`config.mk`:
```
export PLATFORM = sky130hd
export DESIGN_NAME = mux2_rr_arb
export DESIGN_NICKNAME = d
export VERILOG_FILES = /design/src/rtl/mux2_arb_pkg.sv /design/src/rtl/mux2_w.sv /design/src/rtl/mux2_rr_arb.sv
export SDC_FILE = /design/constraint.sdc
export NUM_CORES = 1
export LEC_CHECK = 0
export CAP_MARGIN = 20
export CORE_MARGIN = 5
export CORE_UTILIZATION = 36
export CTS_BUF_LIST = sky130_fd_sc_hd__clkbuf_4
export CTS_CLUSTER_SIZE = 24
export DETAILED_ROUTE_END_ITERATION = 10
export PLACE_DENSITY = 0.78
export SYNTH_ARGS = -nofsm -noshare
export SYNTH_HDL_FRONTEND = slang
export SYNTH_SLANG_ARGS = --single-unit
```
`constraint.sdc`:
```
create_clock -name clk -period 1.4 [get_ports clk]
set_clock_uncertainty 0.2 [all_clocks]
set_input_delay 0.14 -clock clk [delete_from_list [all_inputs] [get_ports clk]]
set_output_delay 0.14 -clock clk [all_outputs]
set_load 0.02 [all_outputs]
```
`src/rtl/mux2_arb_pkg.sv`:
```
// Shared types and constants for the two-requester mux arbiter.
package mux2_arb_pkg;

  typedef enum logic {
    EMPTY = 1'b0,
    FULL  = 1'b1
  } st_t;

  // Reset value of the last-granted index, so requester 0 wins the first tie.
  localparam logic LAST_RST = 1'b1;

endpackage

```
`src/rtl/mux2_w.sv`:
```
// WIDTH-wide combinational 2:1 mux; S = 0 selects w0, S = 1 selects w1.
module mux2_w #(
  parameter int WIDTH = 8
) (
  input  logic [WIDTH-1:0] w0,
  input  logic [WIDTH-1:0] w1,
  input  logic             S,
  output logic [WIDTH-1:0] f
);

  assign f = S ? w1 : w0;

endmodule

```
`src/rtl/mux2_rr_arb.sv`:
```
// Two-requester arbiter driving a shared 2:1 mux into a valid/ready holding register.
// Define MUX2_ARB_FIXED_PRIO_EN for fixed priority (requester 0 wins ties); default is round-robin.
module mux2_rr_arb
  import mux2_arb_pkg::*;
#(
  parameter int WIDTH = 8
) (
  input  logic             clk,
  input  logic             rst,
  input  logic             req0,
  input  logic             req1,
  input  logic [WIDTH-1:0] w0,
  input  logic [WIDTH-1:0] w1,
  output logic             gnt0,
  output logic             gnt1,
  output logic             S,
  output logic             out_valid,
  input  logic             out_ready,
  output logic [WIDTH-1:0] out_data,
  output logic             out_src
);

  st_t             st;
  st_t             st_nxt;
  logic            load;
  logic            winner;
  logic            s_q;
  logic [WIDTH-1:0] mux_f;
`ifndef MUX2_ARB_FIXED_PRIO_EN
  logic            last;
`endif

  mux2_w #(.WIDTH(WIDTH)) u_mux (
    .w0 (w0),
    .w1 (w1),
    .S  (S),
    .f  (mux_f)
  );

  assign out_valid = (st == FULL);

  // Select holds its registered value unless a word is being captured, so it never toggles when idle.
  always_comb begin
    st_nxt = st;
    load   = 1'b0;
    winner = 1'b0;
    S      = s_q;
    gnt0   = 1'b0;
    gnt1   = 1'b0;
    if (rst) begin
      S = 1'b0;
    end else begin
      load = (req0 | req1) & ((st == EMPTY) | out_ready);
`ifdef MUX2_ARB_FIXED_PRIO_EN
      winner = ~req0;
`else
      winner = (req0 & req1) ? ~last : req1;
`endif
      if (load) begin
        S      = winner;
        gnt0   = ~winner;
        gnt1   = winner;
        st_nxt = FULL;
      end else if ((st == FULL) && out_ready) begin
        st_nxt = EMPTY;
      end
    end
  end

  always_ff @(posedge clk) begin
    if (rst) begin
      st       <= EMPTY;
      out_data <= '0;
      out_src  <= 1'b0;
      s_q      <= 1'b0;
`ifndef MUX2_ARB_FIXED_PRIO_EN
      last     <= LAST_RST;
`endif
    end else begin
      st <= st_nxt;
      if (load) begin
        out_data <= mux_f;
        out_src  <= S;
        s_q      <= S;
`ifndef MUX2_ARB_FIXED_PRIO_EN
        last     <= S;
`endif
      end
    end
  end

endmodule
```
Word level (Yosys, flattened, before mapping)
Cells that the tools add are included.
{"block": "classes", "bitwise": 7, "muxes": 11, "n_reduce_logical": 2}
{"operator": "$mux W1", "n": 10}
{"operator": "$mux W8", "n": 1}
{"operator": "$not A1 Y1", "n": 3}
{"operator": "$and A1 B1 Y1", "n": 2}
{"operator": "$or A1 B1 Y1", "n": 2}
{"operator": "$reduce_bool A2 Y1", "n": 1}
{"operator": "$logic_and A1 B1 Y1", "n": 1}
{"block": "totals", "in_bits": 21, "ff_bits": 11, "output_inout_bits": 13}

Depth between registers and ports, before layout
{"block": "depth", "ltp_word": 6, "ltp_mapped": 5}

Hierarchy
From an unflattened synthesis, not the netlist that was laid out.
{"block": "unflattened", "hier_cells": 46, "area_unflattened_um2": 550.5}
{"mod": "mux2_rr_arb", "area_per_inst_um2": 419.2, "cells_each": 37, "seq_area_each_um2": 220.2, "n_inst": 1}
{"mod": "mux2_w", "area_per_inst_um2": 131.4, "cells_each": 9, "seq_area_each_um2": 0.0, "n_inst": 1}

Worst setup path before layout
OpenSTA, ideal clock, no wires.
{"block": "synth_timing", "path_type": "reg-to-output", "start": "register st (netlist: out_valid)", "end": "output port gnt0", "arrival_ps": 1405, "n_path_buf": 1, "path_stages_with_launch": 5, "slack_ps": -345, "cell_sequence": "dfxtp_1 nand2b_1 clkbuf_1 nand2_1 a211oi_1"}
{"block": "synth_between", "elab_chain_cells": 5}
{"element": "start: declaration", "line_no": "mux2_rr_arb.sv:23", "rtl": "st_t st;"}
{"element": "start signal: assignment", "line_no": "mux2_rr_arb.sv:80", "rtl": "st <= st_nxt;"}
{"element": "$not A1 Y1", "line_no": "mux2_rr_arb.sv:53", "rtl": "load = (req0 | req1) & ((st == EMPTY) | out_ready);"}
{"element": "$or A1 B1 Y1", "line_no": "mux2_rr_arb.sv:53"}
{"element": "$and A1 B1 Y1", "line_no": "mux2_rr_arb.sv:53"}
{"element": "$mux W1", "line_no": "mux2_rr_arb.sv:59", "rtl": "if (load) begin"}
{"element": "$mux W1", "line_no": "mux2_rr_arb.sv:50", "rtl": "if (rst) begin"}
{"element": "end: declaration", "line_no": "mux2_rr_arb.sv:14", "rtl": "output logic gnt0,"}
Every way passes these cells.

Worst setup path after layout
{"block": "layout_timing", "start": "register last", "end": "output port S"}
{"block": "layout_between", "elab_chain_cells": 4}
{"element": "start: declaration", "line_no": "mux2_rr_arb.sv:30", "rtl": "logic last;"}
{"element": "start signal: assignment", "line_no": "mux2_rr_arb.sv:77", "rtl": "last <= LAST_RST;"}
{"element": "start signal: assignment", "line_no": "mux2_rr_arb.sv:86", "rtl": "last <= S;"}
{"element": "$not A1 Y1", "line_no": "mux2_rr_arb.sv:57", "rtl": "winner = (req0 & req1) ? ~last : req1;"}
{"element": "$mux W1", "line_no": "mux2_rr_arb.sv:57"}
{"element": "$mux W1", "line_no": "mux2_rr_arb.sv:59"}
{"element": "$mux W1", "line_no": "mux2_rr_arb.sv:50"}
{"element": "end: declaration", "line_no": "mux2_rr_arb.sv:16", "rtl": "output logic S,"}
Every way passes these cells.

==> results.toml <==
[run_status]
status = "finished, violations left"
failed_checks = "negative setup slack"

[worst_setup_path]
cp.required_ns = 1.06
path_class = "reg2out"
worstPathMaxFanout = 4
arrival_ns = 1.24
start_kind = "register"
end_kind = "output pin"

[min_path]
min_path_type = "in2reg"

[timing]
tightest_slew_ns = 0.216
fin_ws_ns = -0.181
min_period_over_period_pct = 113
fmax_ghz = 0.632
slew_headroom_pct = 85.7
slew_viol_final = 0
setup_tns_ns = -0.427
rsz0062_at_grt = "yes"
hold_viol = 0
holdWs_ns = 0.198
setup_viol = 3
period_minus_slack_ns = 1.58

[global_route]
track_usage_pct = 18.8
antenna_found_initial = 0
overflow = 0
grt_max_degree = 13
grt_first_pass_wirelength_mm = 3.63
grt_pass1_vias = 749

[place]
dpl.hpwl_mm = 1.61
io_buffer_count = 33
dpl-instance-area_um2 = 1110
pre_cts_ws_ns = -0.744
gp_congestion = 0.838
dp.cells = 133

[floorplanning]
rows = 15
core_um2 = 1710
initial_core_util_pct = 37.2
dieArea_um2 = 2710
die_width_um = 52.0
fp.dieH_um = 52.0
io_pins = 34

[finish]
drive_gt1_share_pct = 39.8
fin_util_pct = 72.4
syn2layout_area_growth_pct = 94.5
final_nets = 140
n_fill_cell = 125
n_antenna_cell = 0
design_area_um2 = 1240
finalNonFillerCells = 143

[clock_tree]
clk_pin_slew_ns = 0.07
clock-sinks = 11
htreeDepth = 1
cts_root_buf = "clkbuf_4"
clk_latency_ns = 0.27
cts_buffer_depth = 2
cts_buffers = 3
cts_tree = "built"

[logic_synthesis]
yosysWarnings = 0
syn_area_per_cell_um2 = 9.63
seq_area_frac_synth_pct = 34.6
yosys.cell_types.count = 18
syn_inst = 66
synth.area.top_cells = "dfxtp_1 35%, o221ai_2 19%, nand4b_1 11%"
synth_ff_type = "dfxtp_1"
ys_ff_latch = 11
yosysTopAreaCell = "dfxtp_1"
netlist_area_um2 = 636
syn_nets = 87
synth_edf_count = 0
async_flop_share_pct = 0
synth_top_area_share_pct = 34.6

[drt]
drt-wirelength-per-cell_um = 16.0
postRouteAntennaNets = 0
drtIter0Drc = 15
drt_pass1_iterations = 4
via_per_inst = 5.15
drc = 0
routed_wirelength_mm = 2.30
num_vias = 736

[power]
design_power_total_mw = 0.958
powerDensity_nw_per_um2 = 775
leakage_nw = 0.520
ir_worst_vdd_uv = 595

[job]
maxCapViolCount = 0
[Yosys cell counts (all sizes together) (2+ instances only)]
cell / instances
nand4b: 8
buf: 3
o221ai: 8
a21oi: 3
inv: 9
clkbuf: 4
nand2: 2
dfxtp: 11
nand4: 8
o21bai: 3
[layer usage]
metal / vias to the layer above / GRT usage [%] / share of wire (%)
met2: 26 / 34.1 / 56
met3: 4 / 6.88 / 6.5
met5: - / 0 / 0
met1: 349 / 19.7 / 36
li1: 357 / - / -
met4: 0 / 6.55 / 1.8
[repair_timing]
action,in CTS,in global routing
pin swaps,5,5
resized for setup,42,5
endpoints found under the setup margin,22,5
gates cloned,0,0
buffers inserted,4,2
hold buffers,0,0
[where the power goes]
part           internal (mW)  switching, mW
clock                  0.130          0.107
sequential             0.344         0.0160
combinational          0.192          0.170
[registers in the layout, summed over array words and instances, names as in the netlist]
name	flops
s_q	1
out_valid	1
out_data	8
last	1
[cells by family after synthesis]
kind of cell | count (synthesis) | synth area share (%)
simple gates | 23 | 24.6
compound gates | 16 | 27.8
buf+inv | 16 | 13.0
flops | 11 | 34.6
[final cells by class]
type	instances	area [µm²]	area share (%)
clock buffers	4	30.0	2.43
well taps	25	31.3	2.53
flip-flops and latches	11	225	18.2
multi-input cells	39	394	31.9
inverters	9	33.8	2.73
repair buffers	55	522	42.2
[worst max-delay path: stages, from the launching register on]
cell,delay (ns)
dfxtp_4,0.36
a21oi_4,0.13
and3_4,0.22
o21bai_4,0.13
buf_6,0.13
[cell usage in the layout, fill, tap and decap left out]
cell type        Yosys  final
nand4_1              8      8
dfxtp_2              0      1
nand4b_1             8      8
inv_1                9      9
o21bai_4             0      1
dfxtp_1             11      9
buf_4                0     15
dlygate4sd2_1        0     13
nor2_1               1      1
o21bai_1             3      2
nor2b_1              1      1
or2_4                0      1
nand2_4              0      2
a211oi_4             0      1
o221ai_2             8      8
nand2b_4             0      1
buf_8                0      1
buf_12               0      1
and3_4               0      1
clkdlybuf4s50_1      0     16
clkbuf_4             0      4
a21o_1               1      1
a21oi_4              0      1
a21oi_1              2      2
dfxtp_4              0      1
clkdlybuf4s15_1      0      1
buf_6                3      8
[final timing paths]
path	from	to	slack, ns	cells after the start
max	last$_SDFFE_PP1P_	S	-0.18	4
min	rst	out_valid$_SDFFE_PP0P_	0.20	3
max reg2reg	out_valid$_SDFFE_PP0P_	out_data[3]$_SDFFE_PP0P_	0.04	6
min reg2reg	out_data[0]$_SDFFE_PP0P_	out_data[0]$_SDFFE_PP0P_	0.31	2
Note: power is estimated with default switching activity, not from simulation.
